## src/rtl/ex_mdu_pkg.sv

```systemverilog
// Shared operation codes and MDU sequencing state encoding for the execute stage.
package ex_mdu_pkg;

    localparam int ALU_CODE_W = 5;

    localparam logic [ALU_CODE_W-1:0] ALU_SLL   = 5'd0;
    localparam logic [ALU_CODE_W-1:0] ALU_SRL   = 5'd1;
    localparam logic [ALU_CODE_W-1:0] ALU_SRA   = 5'd2;
    localparam logic [ALU_CODE_W-1:0] ALU_ADD   = 5'd3;
    localparam logic [ALU_CODE_W-1:0] ALU_SUB   = 5'd4;
    localparam logic [ALU_CODE_W-1:0] ALU_AND   = 5'd5;
    localparam logic [ALU_CODE_W-1:0] ALU_OR    = 5'd6;
    localparam logic [ALU_CODE_W-1:0] ALU_XOR   = 5'd7;
    localparam logic [ALU_CODE_W-1:0] ALU_NOR   = 5'd8;
    localparam logic [ALU_CODE_W-1:0] ALU_SLT   = 5'd9;
    localparam logic [ALU_CODE_W-1:0] ALU_SLTU  = 5'd10;
    localparam logic [ALU_CODE_W-1:0] ALU_JAL   = 5'd11;
    localparam logic [ALU_CODE_W-1:0] ALU_LW    = 5'd12;
    localparam logic [ALU_CODE_W-1:0] ALU_SW    = 5'd13;
    localparam logic [ALU_CODE_W-1:0] ALU_MULT  = 5'd14;
    localparam logic [ALU_CODE_W-1:0] ALU_MULTU = 5'd15;
    localparam logic [ALU_CODE_W-1:0] ALU_DIV   = 5'd16;
    localparam logic [ALU_CODE_W-1:0] ALU_DIVU  = 5'd17;
    localparam logic [ALU_CODE_W-1:0] ALU_MFHI  = 5'd18;
    localparam logic [ALU_CODE_W-1:0] ALU_MFLO  = 5'd19;
    localparam logic [ALU_CODE_W-1:0] ALU_MTHI  = 5'd20;
    localparam logic [ALU_CODE_W-1:0] ALU_MTLO  = 5'd21;

    typedef enum logic [1:0] {
        ST_IDLE = 2'd0,
        ST_BUSY = 2'd1,
        ST_DONE = 2'd2
    } mdu_state_t;

endpackage

```

## src/rtl/ex_mdu_if.sv

```systemverilog
// Execute-stage bus: instruction operands in, ALU/memory results, stall and HI/LO out.
interface ex_mdu_if #(
    parameter int WIDTH = 32,
    parameter int OPW   = 5
);
    logic             flush;
    logic             in_valid;
    logic [WIDTH-1:0] pc;
    logic [OPW-1:0]   aluop;
    logic [WIDTH-1:0] opr1;
    logic [WIDTH-1:0] opr2;
    logic [WIDTH-1:0] offset;
    logic [WIDTH-1:0] alures;
    logic             m_wen;
    logic [WIDTH-1:0] m_addr;
    logic [WIDTH-1:0] m_dout;
    logic             stall;
    logic [WIDTH-1:0] hi;
    logic [WIDTH-1:0] lo;

    modport master (
        output flush, in_valid, pc, aluop, opr1, opr2, offset,
        input  alures, m_wen, m_addr, m_dout, stall, hi, lo
    );

    modport slave (
        input  flush, in_valid, pc, aluop, opr1, opr2, offset,
        output alures, m_wen, m_addr, m_dout, stall, hi, lo
    );
endinterface

```

## src/rtl/ex_mdu_md_iter.sv

```systemverilog
// Iterative radix-2 multiply/divide on operand magnitudes, with sign fix-up
// and divide-by-zero result applied on the way out.
module md_iter #(
    parameter int WIDTH = 32
) (
    input  logic             clk,
    input  logic             resetn,
    input  logic             start,
    input  logic             abort,
    input  logic             is_div,
    input  logic             is_signed,
    input  logic [WIDTH-1:0] a,
    input  logic [WIDTH-1:0] b,
    output logic             busy,
    output logic             done,
    output logic [WIDTH-1:0] hi_res,
    output logic [WIDTH-1:0] lo_res
);
    localparam int CW = (WIDTH > 1) ? $clog2(WIDTH) : 1;

    // acc holds the product high half / running remainder; mq holds the
    // multiplier shifting out as product low bits shift in, or the dividend
    // shifting out as quotient bits shift in.
    logic [CW-1:0]    cnt;
    logic             busy_q;
    logic             div_q;
    logic             neg_lo;
    logic             neg_rem;
    logic             div_zero;
    logic [WIDTH-1:0] acc;
    logic [WIDTH-1:0] mq;
    logic [WIDTH-1:0] dvs;
    logic [WIDTH-1:0] a_raw;

    logic             a_neg, b_neg;
    logic [WIDTH-1:0] a_mag, b_mag;
    logic [WIDTH:0]   add_sum;
    logic [WIDTH:0]   sub_trial;
    logic [2*WIDTH-1:0] prod;

    // Operand magnitudes and the per-step adder/subtractor.
    always_comb begin
        a_neg     = is_signed & a[WIDTH-1];
        b_neg     = is_signed & b[WIDTH-1];
        a_mag     = a_neg ? -a : a;
        b_mag     = b_neg ? -b : b;
        add_sum   = {1'b0, acc} + {1'b0, dvs};
        sub_trial = {acc, mq[WIDTH-1]} - {1'b0, dvs};
    end

    // Load on start, then one shift-add or restoring-divide step per cycle.
    always_ff @(posedge clk or negedge resetn) begin
        if (!resetn) begin
            cnt      <= '0;
            busy_q   <= 1'b0;
            div_q    <= 1'b0;
            neg_lo   <= 1'b0;
            neg_rem  <= 1'b0;
            div_zero <= 1'b0;
            acc      <= '0;
            mq       <= '0;
            dvs      <= '0;
            a_raw    <= '0;
        end else if (abort) begin
            cnt    <= '0;
            busy_q <= 1'b0;
        end else if (start) begin
            cnt      <= CW'(WIDTH - 1);
            busy_q   <= 1'b1;
            div_q    <= is_div;
            neg_lo   <= a_neg ^ b_neg;
            neg_rem  <= is_div & a_neg;
            div_zero <= is_div & (b == '0);
            acc      <= '0;
            mq       <= a_mag;
            dvs      <= b_mag;
            a_raw    <= a;
        end else if (busy_q) begin
            if (div_q) begin
                if (!sub_trial[WIDTH]) begin
                    acc <= sub_trial[WIDTH-1:0];
                    mq  <= {mq[WIDTH-2:0], 1'b1};
                end else begin
                    acc <= {acc[WIDTH-2:0], mq[WIDTH-1]};
                    mq  <= {mq[WIDTH-2:0], 1'b0};
                end
            end else begin
                if (mq[0]) begin
                    acc <= add_sum[WIDTH:1];
                    mq  <= {add_sum[0], mq[WIDTH-1:1]};
                end else begin
                    acc <= {1'b0, acc[WIDTH-1:1]};
                    mq  <= {acc[0], mq[WIDTH-1:1]};
                end
            end
            if (cnt == '0) begin
                busy_q <= 1'b0;
            end else begin
                cnt <= cnt - 1'b1;
            end
        end
    end

    // Signed fix-up; divide by zero reports all-ones quotient and the raw dividend.
    always_comb begin
        prod   = {acc, mq};
        hi_res = '0;
        lo_res = '0;
        if (!div_q) begin
            {hi_res, lo_res} = neg_lo ? -prod : prod;
        end else if (div_zero) begin
            lo_res = '1;
            hi_res = a_raw;
        end else begin
            lo_res = neg_lo  ? -mq  : mq;
            hi_res = neg_rem ? -acc : acc;
        end
    end

    assign busy = busy_q;
    assign done = busy_q & (cnt == '0);

endmodule

```

## src/rtl/ex_mdu.sv

```systemverilog
// Execute stage: combinational ALU and load/store address path, plus HI/LO
// registers fed by the iterative multiply/divide unit.
//
//   state   | meaning
//   --------+----------------------------------------------------------
//   IDLE    | no MDU op in flight; MDU ops and MTHI/MTLO accepted here
//   BUSY    | md_iter stepping, upstream frozen via stall
//   DONE    | result ready; HI/LO written at the edge leaving this state
module ex_mdu
    import ex_mdu_pkg::*;
#(
    parameter int WIDTH = 32,
    parameter int OPW   = 5
) (
    input  logic     clk,
    input  logic     resetn,
    ex_mdu_if.slave  bus
);
    localparam int SHW = (WIDTH > 1) ? $clog2(WIDTH) : 1;

    mdu_state_t       state_q, state_d;
    logic             accept;
    logic             is_mdu, is_div_op, is_signed_op;
    logic             start, abort;
    logic             iter_busy, iter_done;
    logic [WIDTH-1:0] hi_q, lo_q, hi_res, lo_res;
    logic [WIDTH-1:0] alures;
    logic [SHW-1:0]   sh;

    assign accept = bus.in_valid & ~bus.flush;
    assign sh     = bus.opr1[SHW-1:0];

    // Classify multi-cycle ops.
    always_comb begin
        is_mdu       = 1'b0;
        is_div_op    = 1'b0;
        is_signed_op = 1'b0;
        case (bus.aluop)
            OPW'(ALU_MULT):  begin is_mdu = 1'b1; is_signed_op = 1'b1; end
            OPW'(ALU_MULTU): begin is_mdu = 1'b1; end
            OPW'(ALU_DIV):   begin is_mdu = 1'b1; is_div_op = 1'b1; is_signed_op = 1'b1; end
            OPW'(ALU_DIVU):  begin is_mdu = 1'b1; is_div_op = 1'b1; end
            default: ;
        endcase
    end

    // Single-cycle ALU result, including HI/LO reads.
    always_comb begin
        alures = '0;
        case (bus.aluop)
            OPW'(ALU_SLL):  alures = bus.opr2 << sh;
            OPW'(ALU_SRL):  alures = bus.opr2 >> sh;
            OPW'(ALU_SRA):  alures = $signed(bus.opr2) >>> sh;
            OPW'(ALU_ADD):  alures = bus.opr1 + bus.opr2;
            OPW'(ALU_SUB):  alures = bus.opr1 - bus.opr2;
            OPW'(ALU_AND):  alures = bus.opr1 & bus.opr2;
            OPW'(ALU_OR):   alures = bus.opr1 | bus.opr2;
            OPW'(ALU_XOR):  alures = bus.opr1 ^ bus.opr2;
            OPW'(ALU_NOR):  alures = ~(bus.opr1 | bus.opr2);
            OPW'(ALU_SLT):  alures = {{(WIDTH-1){1'b0}}, ($signed(bus.opr1) < $signed(bus.opr2))};
            OPW'(ALU_SLTU): alures = {{(WIDTH-1){1'b0}}, (bus.opr1 < bus.opr2)};
            OPW'(ALU_JAL):  alures = bus.pc + WIDTH'(8);
            OPW'(ALU_MFHI): alures = hi_q;
            OPW'(ALU_MFLO): alures = lo_q;
            default:        alures = '0;
        endcase
    end

    // Memory request, killed when the instruction is invalid or flushed.
    always_comb begin
        bus.m_wen  = 1'b0;
        bus.m_addr = '0;
        bus.m_dout = '0;
        if (accept) begin
            case (bus.aluop)
                OPW'(ALU_LW): bus.m_addr = bus.opr1 + bus.offset;
                OPW'(ALU_SW): begin
                    bus.m_addr = bus.opr1 + bus.offset;
                    bus.m_dout = bus.opr2;
                    bus.m_wen  = 1'b1;
                end
                default: ;
            endcase
        end
    end

    // MDU sequencing state register.
    always_ff @(posedge clk or negedge resetn) begin
        if (!resetn) begin
            state_q <= ST_IDLE;
        end else begin
            state_q <= state_d;
        end
    end

    // Next state and md_iter start/abort strobes.
    always_comb begin
        state_d = state_q;
        start   = 1'b0;
        abort   = 1'b0;
        case (state_q)
            ST_IDLE: begin
                if (accept && is_mdu) begin
                    state_d = ST_BUSY;
                    start   = 1'b1;
                end
            end
            ST_BUSY: begin
                if (bus.flush) begin
                    state_d = ST_IDLE;
                    abort   = 1'b1;
                end else if (iter_done) begin
                    state_d = ST_DONE;
                end
            end
            ST_DONE: state_d = ST_IDLE;
            default: state_d = ST_IDLE;
        endcase
    end

    // HI/LO: commit MDU result leaving DONE, or direct moves while IDLE.
    always_ff @(posedge clk or negedge resetn) begin
        if (!resetn) begin
            hi_q <= '0;
            lo_q <= '0;
        end else if (state_q == ST_DONE && !bus.flush) begin
            hi_q <= hi_res;
            lo_q <= lo_res;
        end else if (state_q == ST_IDLE && accept) begin
            if (bus.aluop == OPW'(ALU_MTHI)) hi_q <= bus.opr1;
            if (bus.aluop == OPW'(ALU_MTLO)) lo_q <= bus.opr1;
        end
    end

    md_iter #(.WIDTH(WIDTH)) u_md_iter (
        .clk       (clk),
        .resetn    (resetn),
        .start     (start),
        .abort     (abort),
        .is_div    (is_div_op),
        .is_signed (is_signed_op),
        .a         (bus.opr1),
        .b         (bus.opr2),
        .busy      (iter_busy),
        .done      (iter_done),
        .hi_res    (hi_res),
        .lo_res    (lo_res)
    );

    // Stall covers the accepting cycle and all of BUSY; forced low in reset.
    assign bus.stall  = resetn & (((state_q == ST_IDLE) & accept & is_mdu) |
                                  ((state_q == ST_BUSY) & iter_busy));
    assign bus.alures = alures;
    assign bus.hi     = hi_q;
    assign bus.lo     = lo_q;

endmodule

```

## src/flat_wrapper.sv

```systemverilog
// flat-port wrapper written by rule: the top's interface ports become plain ports
module ex_mdu_flat import ex_mdu_pkg::*;
#(
    parameter int WIDTH = 32,
    parameter int OPW   = 5
)
  (clk, resetn, bus_flush, bus_in_valid, bus_pc, bus_aluop, bus_opr1, bus_opr2, bus_offset, bus_alures, bus_m_wen, bus_m_addr, bus_m_dout, bus_stall, bus_hi, bus_lo);
  ex_mdu_if #(.WIDTH(WIDTH), .OPW(OPW)) bus_i ();
  input  logic clk;
  input  logic resetn;
  input wire logic [$bits(bus_i.flush)-1:0] bus_flush;
  input wire logic [$bits(bus_i.in_valid)-1:0] bus_in_valid;
  input wire logic [$bits(bus_i.pc)-1:0] bus_pc;
  input wire logic [$bits(bus_i.aluop)-1:0] bus_aluop;
  input wire logic [$bits(bus_i.opr1)-1:0] bus_opr1;
  input wire logic [$bits(bus_i.opr2)-1:0] bus_opr2;
  input wire logic [$bits(bus_i.offset)-1:0] bus_offset;
  output wire logic [$bits(bus_i.alures)-1:0] bus_alures;
  output wire logic [$bits(bus_i.m_wen)-1:0] bus_m_wen;
  output wire logic [$bits(bus_i.m_addr)-1:0] bus_m_addr;
  output wire logic [$bits(bus_i.m_dout)-1:0] bus_m_dout;
  output wire logic [$bits(bus_i.stall)-1:0] bus_stall;
  output wire logic [$bits(bus_i.hi)-1:0] bus_hi;
  output wire logic [$bits(bus_i.lo)-1:0] bus_lo;
  assign bus_i.flush = bus_flush;
  assign bus_i.in_valid = bus_in_valid;
  assign bus_i.pc = bus_pc;
  assign bus_i.aluop = bus_aluop;
  assign bus_i.opr1 = bus_opr1;
  assign bus_i.opr2 = bus_opr2;
  assign bus_i.offset = bus_offset;
  assign bus_alures = bus_i.alures;
  assign bus_m_wen = bus_i.m_wen;
  assign bus_m_addr = bus_i.m_addr;
  assign bus_m_dout = bus_i.m_dout;
  assign bus_stall = bus_i.stall;
  assign bus_hi = bus_i.hi;
  assign bus_lo = bus_i.lo;
  ex_mdu #(.WIDTH(WIDTH), .OPW(OPW)) u_core (.clk(clk), .resetn(resetn), .bus(bus_i));
endmodule
```

## config.mk

```make
export PLATFORM = sky130hd
export DESIGN_NAME = ex_mdu_flat
export DESIGN_NICKNAME = d
export VERILOG_FILES = /design/src/rtl/ex_mdu_pkg.sv /design/src/rtl/ex_mdu_if.sv /design/src/rtl/ex_mdu_md_iter.sv /design/src/rtl/ex_mdu.sv /design/src/flat_wrapper.sv
export SDC_FILE = /design/constraint.sdc
export NUM_CORES = 2
export LEC_CHECK = 0
export BUFFER_PORTS_ARGS = -buffer_cell sky130_fd_sc_hd__clkbuf_2
export CAP_MARGIN = 20
export CORE_MARGIN = 2
export CORE_UTILIZATION = 45
export CTS_CLUSTER_SIZE = 20
export DETAILED_ROUTE_END_ITERATION = 10
export SLEW_MARGIN = 5
export SYNTH_ARGS = -nofsm -noshare
export SYNTH_HDL_FRONTEND = slang
export SYNTH_SLANG_ARGS = --single-unit
```

## constraint.sdc

```tcl
create_clock -name clk -period 8 [get_ports clk]
set_input_delay 1.6 -clock clk [delete_from_list [all_inputs] [get_ports clk]]
set_output_delay 1.6 -clock clk [all_outputs]
set_load 0.03 [all_outputs]
```

==> flow_results.xml <==
<?xml version="1.0" encoding="UTF-8"?>
<metrics>
  <group name="status">
    <metric name="outcome" unit="">completed</metric>
  </group>
  <group name="placed_design">
    <metric name="place.detailed.hpwl" unit="um">115000</metric>
    <metric name="place_worst_setup_slack" unit="ns">0.614</metric>
    <metric name="numPortBuffers" unit="">298</metric>
    <metric name="globalplace.congestion" unit="">1.12</metric>
  </group>
  <group name="clocking">
    <metric name="clk-insertion-delay-late" unit="ns">0.58</metric>
    <metric name="cts_sinks" unit="">204</metric>
    <metric name="cts.path.max_buffers" unit="">3</metric>
    <metric name="cts_hold_buffers" unit="">0</metric>
    <metric name="cts_inserted_buffers" unit="">25</metric>
    <metric name="htree_levels" unit="">1</metric>
    <metric name="cts.root.buffer_cell" unit="">sky130_fd_sc_hd__clkbuf_16</metric>
    <metric name="cts_setup_buffers" unit="">0</metric>
    <metric name="postCtsResizedCells" unit="">0</metric>
    <metric name="clkSlewWorstSetupHoldPaths" unit="ns">0.06</metric>
    <metric name="tritoncts_clock_tree" unit="">done</metric>
  </group>
  <group name="worst_setup_path">
    <metric name="regToRegStartpoint" unit="">u_core.u_md_iter.mq[31]</metric>
    <metric name="critPathCaptureType" unit="">output pin</metric>
    <metric name="critPathMaxStageDelay" unit="ns">0.55</metric>
    <metric name="rrSetupSlack" unit="ns">3.60</metric>
    <metric name="cp-endpoint" unit="">bus_alures[28]</metric>
    <metric name="critPathLaunch" unit="">bus_opr1[0]</metric>
    <metric name="worstPathArrival" unit="ns">5.89</metric>
    <metric name="critical_path_peak_fanout" unit="">28</metric>
    <metric name="crit_path_top_delay_cell" unit="">sky130_fd_sc_hd__a2111oi_0</metric>
    <metric name="setup.worst_path.class" unit="">in2out</metric>
    <metric name="worstPathRequired" unit="ns">6.40</metric>
    <metric name="timing.critical_path.cells" unit="">buf_4, inv_1, ha_1, fa_1, o21ba_2, nor4_1, o41a_1, o311ai_0, a31oi_1, nand3b_1, a2111oi_0, o21ai_0, a22oi_1, clkbuf_2</metric>
    <metric name="r2r.worst_path.cells" unit="">14</metric>
    <metric name="crit_path_start_kind" unit="">input pin</metric>
    <metric name="timing.rr.end" unit="">u_core.u_md_iter.mq[0]</metric>
  </group>
  <group name="global_route">
    <metric name="grt.met2_usage" unit="%">62.8</metric>
    <metric name="grtUsageMet1" unit="%">57.0</metric>
    <metric name="first_global_vias" unit="">31300</metric>
    <metric name="global_route.peak_usage_layer" unit="">met2</metric>
    <metric name="groute.usage.overall" unit="%">43.6</metric>
    <metric name="global_route_met3_usage" unit="%">13.8</metric>
    <metric name="global_route.overflow_total" unit="">0</metric>
    <metric name="wire_length_of_the_first_global_routing_pass" unit="um">216000</metric>
    <metric name="initial_antenna_violation_count" unit="">17</metric>
    <metric name="grt_start_max_net_pins" unit="">81</metric>
  </group>
  <group name="logic_synthesis">
    <metric name="synth_fp_nets" unit="">4339</metric>
    <metric name="synth_area_per_cell" unit="um2">7.32</metric>
    <metric name="synth.yosys.warnings" unit="">0</metric>
    <metric name="synth_cell_types" unit="">89</metric>
    <metric name="synth-seq-cells" unit="">204</metric>
    <metric name="synthesis.instances" unit="">3982</metric>
    <metric name="yosysSeqAreaShare" unit="%">17.5</metric>
    <metric name="primary_flip_flop_cell_chosen_by_synthesis_mapping" unit="">sky130_fd_sc_hd__dfrtp_1</metric>
    <metric name="mapped_area" unit="um2">29100</metric>
    <metric name="synth_async_sr_flop_share" unit="%">100</metric>
    <metric name="synth_enable_flop_cells" unit="">0</metric>
  </group>
  <group name="min_path">
    <metric name="whs_path_depth" unit="">2</metric>
    <metric name="worst_hold_path_class" unit="">reg2reg</metric>
  </group>
  <group name="drt">
    <metric name="antenna_violating_nets_remaining" unit="">0</metric>
    <metric name="first_pass_iters" unit="">9</metric>
    <metric name="routedWlPerCell" unit="um">30.6</metric>
    <metric name="detail_route.vias_per_cell" unit="">6.88</metric>
    <metric name="detail_route.drc_violations" unit="">0</metric>
    <metric name="drt_wl_total" unit="um">152000</metric>
    <metric name="drt_iter0_drc" unit="">4860</metric>
    <metric name="route.vias.total" unit="">34200</metric>
  </group>
  <group name="floorplan">
    <metric name="floorplan.die_area" unit="um2">66800</metric>
    <metric name="floorplan.io_pins" unit="">299</metric>
    <metric name="chipHeight" unit="um">259</metric>
    <metric name="initial_utilization" unit="%">45.4</metric>
    <metric name="fp-row-count" unit="">93</metric>
    <metric name="design.core.area" unit="um2">64200</metric>
    <metric name="floorplan.die.width" unit="um">259</metric>
  </group>
  <group name="run">
    <metric name="cap_violations" unit="">0</metric>
  </group>
  <group name="layout">
    <metric name="synthToLayoutAreaGrowth" unit="%">10.5</metric>
    <metric name="commonest_cells_after_routing_fill_and_taps_aside" unit="">sky130_fd_sc_hd__nand2_1, sky130_fd_sc_hd__o21ai_0, sky130_fd_sc_hd__nor2_1</metric>
    <metric name="drive_gt1_share" unit="%">13.7</metric>
    <metric name="final.fill_count" unit="">6601</metric>
    <metric name="finalNetCount" unit="">4440</metric>
    <metric name="layout.cells.most_common" unit="">sky130_fd_sc_hd__nand2_1</metric>
  </group>
  <group name="timing">
    <metric name="finalWorstPathRequiredPeriod" unit="ns">7.49</metric>
    <metric name="max-slew-margin-rel" unit="%">22.3</metric>
    <metric name="post-route-worst-setup-slack" unit="ns">0.510</metric>
    <metric name="hold_viol" unit="">0</metric>
    <metric name="finalSetupTns" unit="ns">0</metric>
    <metric name="grt_setup_unrepaired" unit="">no</metric>
    <metric name="post-route-period-util" unit="%">93.6</metric>
    <metric name="final-max-slew-violation-count" unit="">0</metric>
    <metric name="fin_skew" unit="ns">0.0295</metric>
    <metric name="worst_slew_pin_slew" unit="ns">1.16</metric>
    <metric name="setup-violations-final" unit="">0</metric>
    <metric name="max_freq" unit="GHz">0.134</metric>
  </group>
  <group name="power_and_ir_drop">
    <metric name="power.density_cell_area" unit="nW/um2">274</metric>
    <metric name="power" unit="uW">8820</metric>
    <metric name="peakVddDrop" unit="V">0.000201</metric>
    <metric name="p_leak" unit="uW">0.0140</metric>
  </group>
</metrics>
metal layers:
| layer | routed length (um) | vias up |
|---|---|---|
| met1 | 59100 | 16400 |
| met4 | 10800 | 10 |
| met5 | 72 | - |
| li1 | - | 14800 |
| met3 | 20100 | 547 |
| met2 | 62100 | 2446 |
registers in the layout, summed over array words and instances (netlist names):
register / count
u_core.u_md_iter.div_zero: 1
u_core.u_md_iter.a_raw: 32
u_core.state_q: 2
u_core.u_md_iter.acc: 32
u_core.u_md_iter.dvs: 32
u_core.u_md_iter.mq: 32
u_core.bus.hi: 32
u_core.bus.lo: 32
u_core.u_md_iter.div_q: 1
u_core.u_md_iter.neg_rem: 1
u_core.u_md_iter.neg_lo: 1
u_core.u_md_iter.busy: 1
u_core.u_md_iter.cnt: 5
synthesized netlist by cell type (all sizes together) (28+ instances only):
library cell	number	share of area, %
a211oi	60	1.5
a21o	59	1.5
a21oi	305	5.2
a221oi	37	1.1
a22oi	29	0.75
a31oi	49	1.1
a32oi	32	0.96
and2	28	0.60
and3	63	1.4
buf	44	0.72
clkbuf	276	3.6
dfrtp	204	18
ha	215	9.2
inv	170	2.2
mux2i	131	4.5
mux4	43	3.3
nand2	498	6.4
nand3	80	1.4
nand4	39	0.84
nor2	343	4.4
nor3	86	1.5
nor4	34	0.75
o211ai	49	1.3
o21ai	344	5.9
o21bai	28	0.72
o31ai	39	1.1
or3	34	0.73
xnor2	151	4.5
xor2	91	2.7
stage by stage:
step,utilization [%],hold WS (ns),cell area [um2],std cells
after floorplan,-,0.450,29100,3982
after CTS,50.1,0.484,32200,4957
after detailed placement,48.7,0.470,31300,4911
after global placement,48.7,0.461,31300,4911
final,50.2,0.483,32200,4972
after global routing,50.1,0.497,32200,4959
critical path: cells and delay by family:
kind	cells	cell delay, ns
adder cells (fa/ha/maj)	2	0.84
buffers and inverters	3	0.93
AND/OR/NAND/NOR	2	0.50
AO/OA/AOI/OAI	7	2.00
kinds of logic (layout without fill, tap and decap cells):
group           Yosys count  count (layout)  synth area share, %
compound gates         1304            1304                 29.6
xor+xnor                242             242                 7.27
fa+ha+maj               220             220                 9.57
buf+inv                 491             611                 6.47
flops                   204             204                 17.5
mux                     192             192                 8.52
other cells               0              15                    0
simple gates           1329            1329                 21.1
report_power, final:
| part | total (uW) | internal, uW | switching [uW] |
|---|---|---|---|
| sequential | 2190 | 1370 | 822 |
| clock | 1250 | 733 | 518 |
| combinational | 5370 | 2070 | 3300 |
| total | 8820 | 4180 | 4640 |
area by class of cell:
type	count	area [um2]	area share, %
inverters	171	642	1.99
well taps	855	1070	3.32
multi-input cells	3287	22200	69.0
diodes	15	37.5	0.117
repair buffers	394	2240	6.95
flip-flops and latches	204	5110	15.9
clock inverters	10	151	0.470
clock buffers	36	727	2.26
worst min-delay path by stage:
stage                                 end  slack, ns                       start
4_1_cts        u_core.u_md_iter.a_raw[23]       0.48  u_core.u_md_iter.a_raw[23]
6_report       u_core.u_md_iter.a_raw[23]       0.48  u_core.u_md_iter.a_raw[23]
3_5_place_dp   u_core.u_md_iter.a_raw[23]       0.47  u_core.u_md_iter.a_raw[23]
3_3_place_gp   u_core.u_md_iter.a_raw[23]       0.46  u_core.u_md_iter.a_raw[23]
5_1_grt        u_core.u_md_iter.a_raw[30]       0.50  u_core.u_md_iter.a_raw[30]
2_1_floorplan   u_core.u_md_iter.a_raw[0]       0.45   u_core.u_md_iter.a_raw[0]
Power figures use the tool's default switching activity.
